<file path="src/rtl/core_run_ctrl.sv">
// core_run_ctrl: run/halt/single-step sequencer driving core_rst/core_en of the single-cycle core.
// Breakpoint halting is built only when CORE_RUN_CTRL_BREAKPOINT_EN is defined.
module core_run_ctrl #(
    parameter int PC_W       = 32,
    parameter int CNT_W      = 32,
    parameter int RESET_HOLD = 4
) (
    input  logic             clk,
    input  logic             reset,
    input  logic             cmd_valid_i,
    output logic             cmd_ready_o,
    input  logic [1:0]       cmd_op_i,
    input  logic [PC_W-1:0]  pc_i,
    input  logic             bp_valid_i,
    input  logic [PC_W-1:0]  bp_addr_i,
    output logic             core_rst_o,
    output logic             core_en_o,
    output logic             halted_o,
    output logic [1:0]       halt_cause_o,
    output logic [CNT_W-1:0] retired_o
);
    localparam int HW = RESET_HOLD > 1 ? $clog2(RESET_HOLD) : 1;
    localparam logic [1:0] OP_RUN = 2'b00, OP_HALT = 2'b01, OP_STEP = 2'b10, OP_CLR = 2'b11;
    typedef enum logic [1:0] {S_HOLD, S_HALT, S_RUN, S_STEP} state_t;
    state_t            state_q;
    logic [HW-1:0]     hold_cnt_q;
    logic [1:0]        cause_q;
    logic [CNT_W-1:0]  retired_q, retired_d;
    logic              bp_mask_q;
    logic              bp_hit;
    logic              accept;
`ifdef CORE_RUN_CTRL_BREAKPOINT_EN
    // The mask lets the first instruction after a resume run even if it sits on the breakpoint.
    assign bp_hit = state_q == S_RUN && bp_valid_i && pc_i == bp_addr_i && !bp_mask_q;
`else
    logic unused_bp;
    assign unused_bp = ^{bp_valid_i, bp_addr_i, bp_mask_q};
    assign bp_hit    = 1'b0;
`endif
    assign core_rst_o   = state_q == S_HOLD;
    assign halted_o     = state_q == S_HALT;
    assign cmd_ready_o  = state_q == S_HALT || state_q == S_RUN;
    assign core_en_o    = state_q == S_STEP || (state_q == S_RUN && !bp_hit);
    assign accept       = cmd_valid_i && cmd_ready_o;
    assign halt_cause_o = cause_q;
    assign retired_o    = retired_q;
    always_comb begin
        retired_d = (accept && cmd_op_i == OP_CLR) ? '0 :
                    (core_en_o && !(&retired_q))   ? retired_q + 1'b1 : retired_q;
    end
    always_ff @(posedge clk) begin
        if (reset) begin
            state_q    <= S_HOLD;
            hold_cnt_q <= HW'(RESET_HOLD - 1);
            cause_q    <= 2'b00;
            retired_q  <= '0;
            bp_mask_q  <= 1'b0;
        end else begin
            retired_q <= retired_d;
            bp_mask_q <= state_q == S_HALT && accept && !cmd_op_i[0];
            case (state_q)
                S_HOLD: begin
                    if (hold_cnt_q == '0) state_q <= S_HALT;
                    else hold_cnt_q <= hold_cnt_q - 1'b1;
                end
                S_HALT: begin
                    if (accept && cmd_op_i == OP_RUN) state_q <= S_RUN;
                    else if (accept && cmd_op_i == OP_STEP) state_q <= S_STEP;
                end
                S_RUN: begin
                    if (bp_hit) begin
                        state_q <= S_HALT;
                        cause_q <= 2'b11;
                    end else if (accept && cmd_op_i == OP_HALT) begin
                        state_q <= S_HALT;
                        cause_q <= 2'b01;
                    end
                end
                default: begin
                    state_q <= S_HALT;
                    cause_q <= 2'b10;
                end
            endcase
        end
    end
endmodule

</file>
<file path="config.mk">
export PLATFORM = sky130hd
export DESIGN_NAME = core_run_ctrl
export DESIGN_NICKNAME = d
export VERILOG_FILES = /design/src/rtl/core_run_ctrl.sv
export SDC_FILE = /design/constraint.sdc
export NUM_CORES = 1
export LEC_CHECK = 0
export CORE_MARGIN = 1
export CORE_UTILIZATION = 55
export CTS_CLUSTER_SIZE = 16
export DETAILED_ROUTE_END_ITERATION = 16
export DONT_BUFFER_PORTS = 1
export PLACE_DENSITY_LB_ADDON = 0.08
export SLEW_MARGIN = 20
export SYNTH_ARGS = -nofsm -noshare
export SYNTH_HDL_FRONTEND = slang
export SYNTH_SLANG_ARGS = --single-unit
</file>
<file path="constraint.sdc">
create_clock -name clk -period 2 [get_ports clk]
set_input_delay 0.3 -clock clk [delete_from_list [all_inputs] [get_ports clk]]
set_output_delay 0.3 -clock clk [all_outputs]
set_load 0.02 [all_outputs]
</file>
# After elaboration in Yosys (flattened, before gate mapping)
# Cells that the tools add are included.
# W data, S select, Z words.
# word_totals
ff_bits	38
# classes
n_addsub	2
n_reduce_logical	18
bitwise	2
n_eq_ne	9
mux	6
# ops
op	n
$add A32 B1 Y32 const B	1
$reduce_and A32 Y1	1
$eq A2 B2 Y1 const B	4
$mux W2	4
$logic_and A1 B1 Y1	6
$logic_not A2 Y1	3
$pmux W2 S3	1
$eq A2 B1 Y1 const B	2
$ne A2 B1 Y1 const B	2
$pmux W2 S2	1
$reduce_and A2 Y1	2
$reduce_or A2 Y1	2
$ne A3 B1 Y1 const B	1
$reduce_and A3 Y1	1
$logic_or A1 B1 Y1	2
$not A1 Y1	2
$sub A2 B1 Y2 const B	1
$logic_not A1 Y1	1

# Depth between registers and ports, before layout
# Gate-level depths: netlist of run 1.
# logic_depth
depth_word	7
mapped_depth	9

# Worst setup path before layout of run 1
# Ideal clock, no wire load.
# synth_path
path_kind	register -> register
startpoint	register retired_q[13] (netlist: retired_o[13])
endpoint	register retired_q[19] (netlist: retired_o[19])
required_time_ns	1.929
slack_ns	-0.172
path_buffers	3
synth_period_minus_slack_ns	2.172
t_arrival_ns	2.101
path_stages_with_launch	9
cell_sequence	dfxtp_1 -> nand4_2 -> or4_1 -> buf_2 -> o31ai_4 -> buf_6 -> buf_6 -> o31ai_1 -> a21oi_1
# synth_between
elab_chain_cells	3
elab_cells_between_ends	4
cone_classes	add/sub: 1; reduce/logical: 3
# synth_rtl
item	line_no	source
start, declared	28	logic [CNT_W-1:0] retired_q, retired_d;
start signal, assigned	59	retired_q <= retired_d;
parallel branches: the longest is 3 deep, another holds $add A32 B1 Y32	--	
# Several ways; the timed one is not identified.
# A chain may end at the register's enable or synchronous reset.

# Worst setup path in the final report of run 1
# layout_path
startpoint	register state_q[0]
endpoint	register retired_q[12] (netlist: retired_o[12])
# layout_between
elab_chain_cells	5
elab_cells_between_ends	9
cone_classes	eq/ne: 3; reduce/logical: 6
# layout_rtl
item	line_no	source
start, declared	25	state_t state_q;
start signal, assigned	53	state_q <= S_HOLD;
start signal, assigned	63	if (hold_cnt_q == '0) state_q <= S_HALT;
start signal, assigned	67	if (accept && cmd_op_i == OP_RUN) state_q <= S_RUN;
$eq A2 B1 Y1 or $eq A2 B2 Y1 (tied branches)	42, 43	
$logic_or A1 B1 Y1	42	assign cmd_ready_o = state_q == S_HALT || state_q == S_RUN;
$logic_and A1 B1 Y1	44	assign accept = cmd_valid_i && cmd_ready_o;
$logic_and A1 B1 Y1	48	retired_d = (accept && cmd_op_i == OP_CLR) ? '0 :
$reduce_or A2 Y1 (no line)	--	
# Parallel ways exist; a longest one is shown, timed or not.

==> flow_summary.json, run 1 <==
{
  "detail_route.drc_violations": 0,
  "maxCapViolations": 0,
  "crit_path_max_fanout": 7,
  "final-max-slew-violation-count": 0,
  "clock_skew_ps": 10.8,
  "timing.fmax_ghz": 0.501,
  "chipHeight_um": 62.1,
  "clk_pin_slew_ps": 110,
  "hold_path.class": "input port to register",
  "crit_chain": "inv_1 > ha_1 > nor2_1 > nor3_1 > o21ai_0 > buf_4 > or4_1 > nand2_1",
  "layout_worst_path_cycle_share_pct": 99.8,
  "power.static_leakage_nw": 0.946,
  "post_drt_wl_per_cell_um": 15.7,
  "cts_max_path_buffers": 2,
  "synthToLayoutAreaGrowth_pct": 27.3,
  "gp_congestion": 0.820,
  "yosysSeqAreaShare_pct": 38.3,
  "avgSynthCellArea_sq_um": 8.24,
  "timing.critical_path.arrival_ps": 2300,
  "yosysUniqueCellTypes": 39,
  "hold_slack_ps": 37.3,
  "power_density_mw_per_mm2": 728,
  "layout_min_cycle_time_ps": 2000,
  "crit_path_start_kind": "register",
  "finish.cell_count_without_fillers": 338,
  "design.final.nets": 367,
  "dp.cells": 328,
  "outcome": "completed",
  "most-common-layout-cells": "49 x buf_4, 24 x dfxtp_1, 20 x nand2_1",
  "vias": 2050,
  "core-area_sq_mm": 0.00339,
  "setup_viol": 0,
  "cts_tree": "built",
  "cts_buffers": 5,
  "netlist_instances": 241,
  "ant_nets": 0,
  "cts_sinks": 38,
  "grt_pass1_vias": 1941,
  "worst-path-buf-inv": 2,
  "max-vdd-ir-drop_mv": 0.332,
  "final-hold-violation-count": 0,
  "route.final.wire_length_mm": 5.32,
  "synthesis.area_sq_mm": 0.00199,
  "number_of_antenna_violations_at_the_first_check_in_global_routing": 0,
  "die_w_um": 62.1,
  "antennaDiodeCount": 0,
  "finish.utilization_pct": 74.6,
  "layout_commonest_cell": "buf_4",
  "post_synth_edffs": 0,
  "avgViaCountPerCell": 6.07,
  "drtPass1Iterations": 4,
  "mappedNetlistNets": 317,
  "detailed_place_hpwl_mm": 3.93,
  "slew_headroom_pct": 69.8,
  "fillers": 258,
  "detail_route.iter0.violations": 89,
  "initial_utilization_pct": 58.6,
  "critical-path-max-stage-delay_ps": 390,
  "cp_slowest_cell": "or4_1",
  "critical_path.endpoint_type": "register",
  "portBuffers": 0,
  "synth_seq_cells": 38,
  "crit_family": "simple AND/OR/NAND/NOR gates",
  "clkLatencyLatePin_ps": 360,
  "ys_warn_count": 0,
  "ctsHtreeMaxLevel": 2,
  "setup_repair_after_global_routing_missed_its_margin": "true",
  "synth-main-ff-cell": "dfxtp_1",
  "clock_root_buffer": "clkbuf_4",
  "worstSetupPathType": "register to register",
  "overflow_left_after_global_routing": 0,
  "post_cts_buffers": 0,
  "multi_input_comb_area_sq_mm": 0.00115,
  "fp-row-count": 21,
  "tightestPinTransition_ps": 454,
  "synth-async-reset-ratio_pct": 0,
  "final-seq-area_sq_um": 788,
  "area_of_the_die_sq_mm": 0.00386,
  "groute.usage.overall_pct": 28.2,
  "maximum_number_of_pins_on_one_net_before_global_route_repair": 18,
  "req_time_crit_path_ps": 2300,
  "post_route_cells_drive_above_1_share_pct": 30.1,
  "grt_first_pass_wirelength_mm": 8.56,
  "boundaryPins": 108
}
## report_power, final
group	internal (mW)	switching, mW	total, mW	leakage, nW
clock network	0.170	0.269	0.439	0.0386
registers	0.798	0.0393	0.838	0.315
logic	0.224	0.341	0.565	0.592
## through the flow
| step | setup slack (ps) | TNS, ps | total power [mW] | area, sq um |
|---|---|---|---|---|
| finish | 4.29 | 0 | 1.84 | 2530 |
| global route | -102 | -379 | 1.95 | 2530 |
| CTS | 46.4 | 0 | 1.82 | 2470 |
| detailed placement | 6.09 | 0 | 1.39 | 2400 |
| global placement | 45.3 | 0 | 1.35 | 2400 |
| floorplan | 1.55 | 0 | 1.26 | 2010 |
## per-layer routing
layer  GRT usage, %  share of wire, %
met4           11.3               1.5
met3           9.56               7.3
met2           46.8                49
met1           33.3                42
met5              0                 0
## area by class of cell
class	count	share of cell area, %
clock buffers	6	2.03
clock inverters	2	0.445
inverters	15	2.23
multi-input cells	178	45.6
flip-flops and latches	38	31.2
well taps	46	2.28
repair buffers	53	16.2
## path summary, 6_finish.rpt
| path | endpoint | slack, ps | cells after the start | startpoint |
|---|---|---|---|---|
| setup reg to reg | retired_o[12] | 4 | 8 | state_q[0] |
| hold / removal | hold_cnt_q[1] | 40 | 1 | reset |
| setup / recovery | retired_o[12] | 4 | 8 | state_q[0] |
| hold reg to reg | hold_cnt_q[1] | 470 | 1 | hold_cnt_q[1] |
## cells in the mapped netlist (all sizes together), types with 3 or more instances
cell | count | area share [%]
dfxtp | 38 | 38
nand2 | 21 | 4.0
a21oi | 19 | 4.8
nor2 | 19 | 3.6
inv | 15 | 2.8
nand3 | 12 | 3.0
or4 | 12 | 4.5
o21ai | 10 | 2.5
or3 | 10 | 3.1
nand4 | 8 | 2.8
o31ai | 8 | 3.7
nor4 | 7 | 2.2
clkbuf | 6 | 1.1
ha | 6 | 3.8
xnor2 | 6 | 2.6
nand2b | 5 | 1.6
nor3 | 5 | 1.3
buf | 4 | 1.8
mux2i | 4 | 2.0
a31oi | 3 | 0.94
a41o | 3 | 1.5
o211ai | 3 | 1.1
## sequential cells by signal, indices dropped and copies added (netlist names)
| signal | cells |
|---|---|
| hold_cnt_q | 2 |
| retired_o | 32 |
| state_q | 2 |
| halt_cause_o | 2 |
## worst register-to-register path, stage by stage, from the launching register on
cell	delay, ps
dfxtp_1	330
inv_1	90
ha_1	240
nor2_1	110
nor3_1	330
o21ai_0	190
buf_4	200
or4_1	390
nand2_1	80
## what timing repair did
item,CTS,global route
resized for setup,1,11
endpoints found under the setup margin,3,10
hold buffers,1,1
endpoints found under the hold margin,3,1
## kinds of logic (layout without fill, tap and decap cells)
kind of cell | after synthesis | after routing | synth area share, %
compound gates | 55 | 55 | 18.4
xor+xnor | 7 | 7 | 3.09
fa+ha+maj | 6 | 6 | 3.78
buf+inv | 25 | 76 | 5.73
flops | 38 | 38 | 38.3
mux | 4 | 4 | 2.02
simple gates | 106 | 106 | 28.7
Power figures use the tool's default switching activity.
==> run 2, diff against run 1 <==
- clock period: 2 -> 2.5 ns (I/O delays scaled with it)
==> run 2 against run 1 <==
Setup slack better by 220 ps. Clock power shrank 31%. Non-clock buffer count is 29 lower. Hold slack better by 47 ps. Combinational power shrank 30%. Sequential cell count unchanged. Sequential share of layout area up 3.0 points. Global-route usage fell by 2.5 points. Final area is 12% lower. Die area unchanged. Via count shrank 7.8%. Largest cell class unchanged. Largest power group unchanged.
==> flow_summary.json, run 2 (same netlist as run 1, synthesis figures left out) <==
{
  "most-common-layout-cells": "38 x dfxtp_1, 23 x buf_4, 21 x nand2_1",
  "req_time_crit_path_ps": 2760,
  "cts_buffers": 5,
  "layout_worst_path_cycle_share_pct": 90.9,
  "maxCapViolations": 0,
  "portBuffers": 0,
  "synthToLayoutAreaGrowth_pct": 12.0,
  "cts_hold_buf": 0,
  "dp.cells": 301,
  "setup_viol": 0,
  "power.net_switching_mw": 0.488,
  "worstSetupPathType": "register to register",
  "core-area_sq_mm": 0.00339,
  "report.power.total_mw": 1.37,
  "critical_path.endpoint_type": "register",
  "detail_route.iter0.violations": 143,
  "tightestPinTransition_ps": 596,
  "hold_path.class": "input port to register",
  "clock_root_buffer": "clkbuf_4",
  "power_density_mw_per_mm2": 618,
  "finish.cell_count_without_fillers": 308,
  "final.setup.tns_ps": 0,
  "final-max-slew-violation-count": 0,
  "grt_first_pass_wirelength_mm": 7.90,
  "antennaDiodeCount": 0,
  "cts_tree": "built",
  "groute.usage.overall_pct": 25.7,
  "post_drt_wl_per_cell_um": 15.2,
  "avgViaCountPerCell": 6.14,
  "ant_nets": 0,
  "clkLatencyLatePin_ps": 350,
  "max-vdd-ir-drop_mv": 0.372,
  "setup.reg_to_reg.worst_slack_ps": 230,
  "grt_pass1_vias": 1760,
  "maximum_number_of_pins_on_one_net_before_global_route_repair": 30,
  "chipHeight_um": 62.1,
  "timing.critical_path.arrival_ps": 2530,
  "die_w_um": 62.1,
  "initial_utilization_pct": 58.6,
  "power.static_leakage_nw": 0.773,
  "comb_power_share_pct": 28.9,
  "overflow_left_after_global_routing": 0,
  "final-hold-violation-count": 0,
  "cell_internal_pwr_mw": 0.887,
  "clkPwrFrac_pct": 22.0,
  "detailed_place_hpwl_mm": 3.51,
  "vias": 1891,
  "hold_slack_ps": 84.4,
  "outcome": "completed",
  "clock_skew_ps": 7.95,
  "drtPass1Iterations": 4,
  "flip_flop_count_of_the_largest_register_after_layout": 32,
  "ctsHtreeMaxLevel": 2,
  "timing.fmax_ghz": 0.440,
  "layout_commonest_cell": "dfxtp_1",
  "gp_congestion": 0.877,
  "layout_min_cycle_time_ps": 2270,
  "cts_max_path_buffers": 2,
  "route.final.wire_length_mm": 4.67,
  "number_of_antenna_violations_at_the_first_check_in_global_routing": 0,
  "post_cts.resized_instances": 0,
  "fp-row-count": 21,
  "power.switching_fraction_pct": 35.5,
  "slew_headroom_pct": 60.3,
  "final_cell_area_sq_mm": 0.00222,
  "setup_repair_after_global_routing_missed_its_margin": "false",
  "placedInstanceArea_sq_mm": 0.00218,
  "boundaryPins": 108,
  "fillers": 290,
  "crit_path_max_fanout": 29,
  "crit_path_start_kind": "register",
  "detail_route.drc_violations": 0,
  "cts_sinks": 38,
  "area_of_the_die_sq_mm": 0.00386,
  "clk_pin_slew_ps": 110,
  "post_route_cells_drive_above_1_share_pct": 13.4,
  "pwr-share-seq_pct": 49.2,
  "post_cts_buffers": 0,
  "design.final.nets": 338
}
[run 2: cell types whose count changed in the layout (fill, tap and decap cells not counted), sizes merged]
cell | previous run | this run
buf | 51 | 24
inv | 16 | 15
clkbuf | 6 | 7
dlygate4sd3 | 2 | 0
clkinv | 1 | 0
[run 2: metal layers]
layer / part of all wire (%) / global-route usage (%) / wire (um) / vias to the layer above
met3: 8.8 / 11.0 / 410 / 8
met5: 0 / 0 / 0 / -
li1: - / - / - / 940
met2: 47 / 43.0 / 2220 / 66
met1: 42 / 29.4 / 1970 / 877
met4: 1.5 / 8.43 / 72 / 0
[run 2: per-stage QoR]
step	util [%]	setup slack, ps
after floorplan	-	328
after global placement	64.3	275
after detailed placement	64.3	243
after CTS	65.6	222
after global routing	65.6	76.4
final	65.6	226
[run 2: power groups by stage]
stage | clock (mW) | sequential, mW | combinational (mW)
after global placement | 0 | 0.687 | 0.371
after detailed placement | 0 | 0.691 | 0.397
final | 0.302 | 0.676 | 0.397
after global routing | 0.329 | 0.682 | 0.438
after CTS | 0.307 | 0.677 | 0.399
after floorplan | 0 | 0.691 | 0.322
[run 2: cell type report]
type	count	area, sq um	share of cell area [%]
multi-input cells	178	1110	50.0
flip-flops and latches	38	761	34.2
repair buffers	24	193	8.66
well taps	46	57.6	2.59
inverters	15	56.3	2.53
clock buffers	7	45.0	2.02
[run 2: critical path: stages (launching register included)]
cell,delay [ps]
dfxtp_1,540
nand4_1,170
or4_1,660
o31ai_4,350
buf_12,210
nor4_1,70
o21a_1,170
[run 2: worst paths after layout]
path / start / endpoint / cells past startpoint
worst min register to register: hold_cnt_q[1] / hold_cnt_q[1] / 1
worst max register to register: retired_o[11] / retired_o[7] / 6
worst max-delay path: retired_o[11] / retired_o[7] / 6
worst min-delay path: reset / state_q[1] / 1
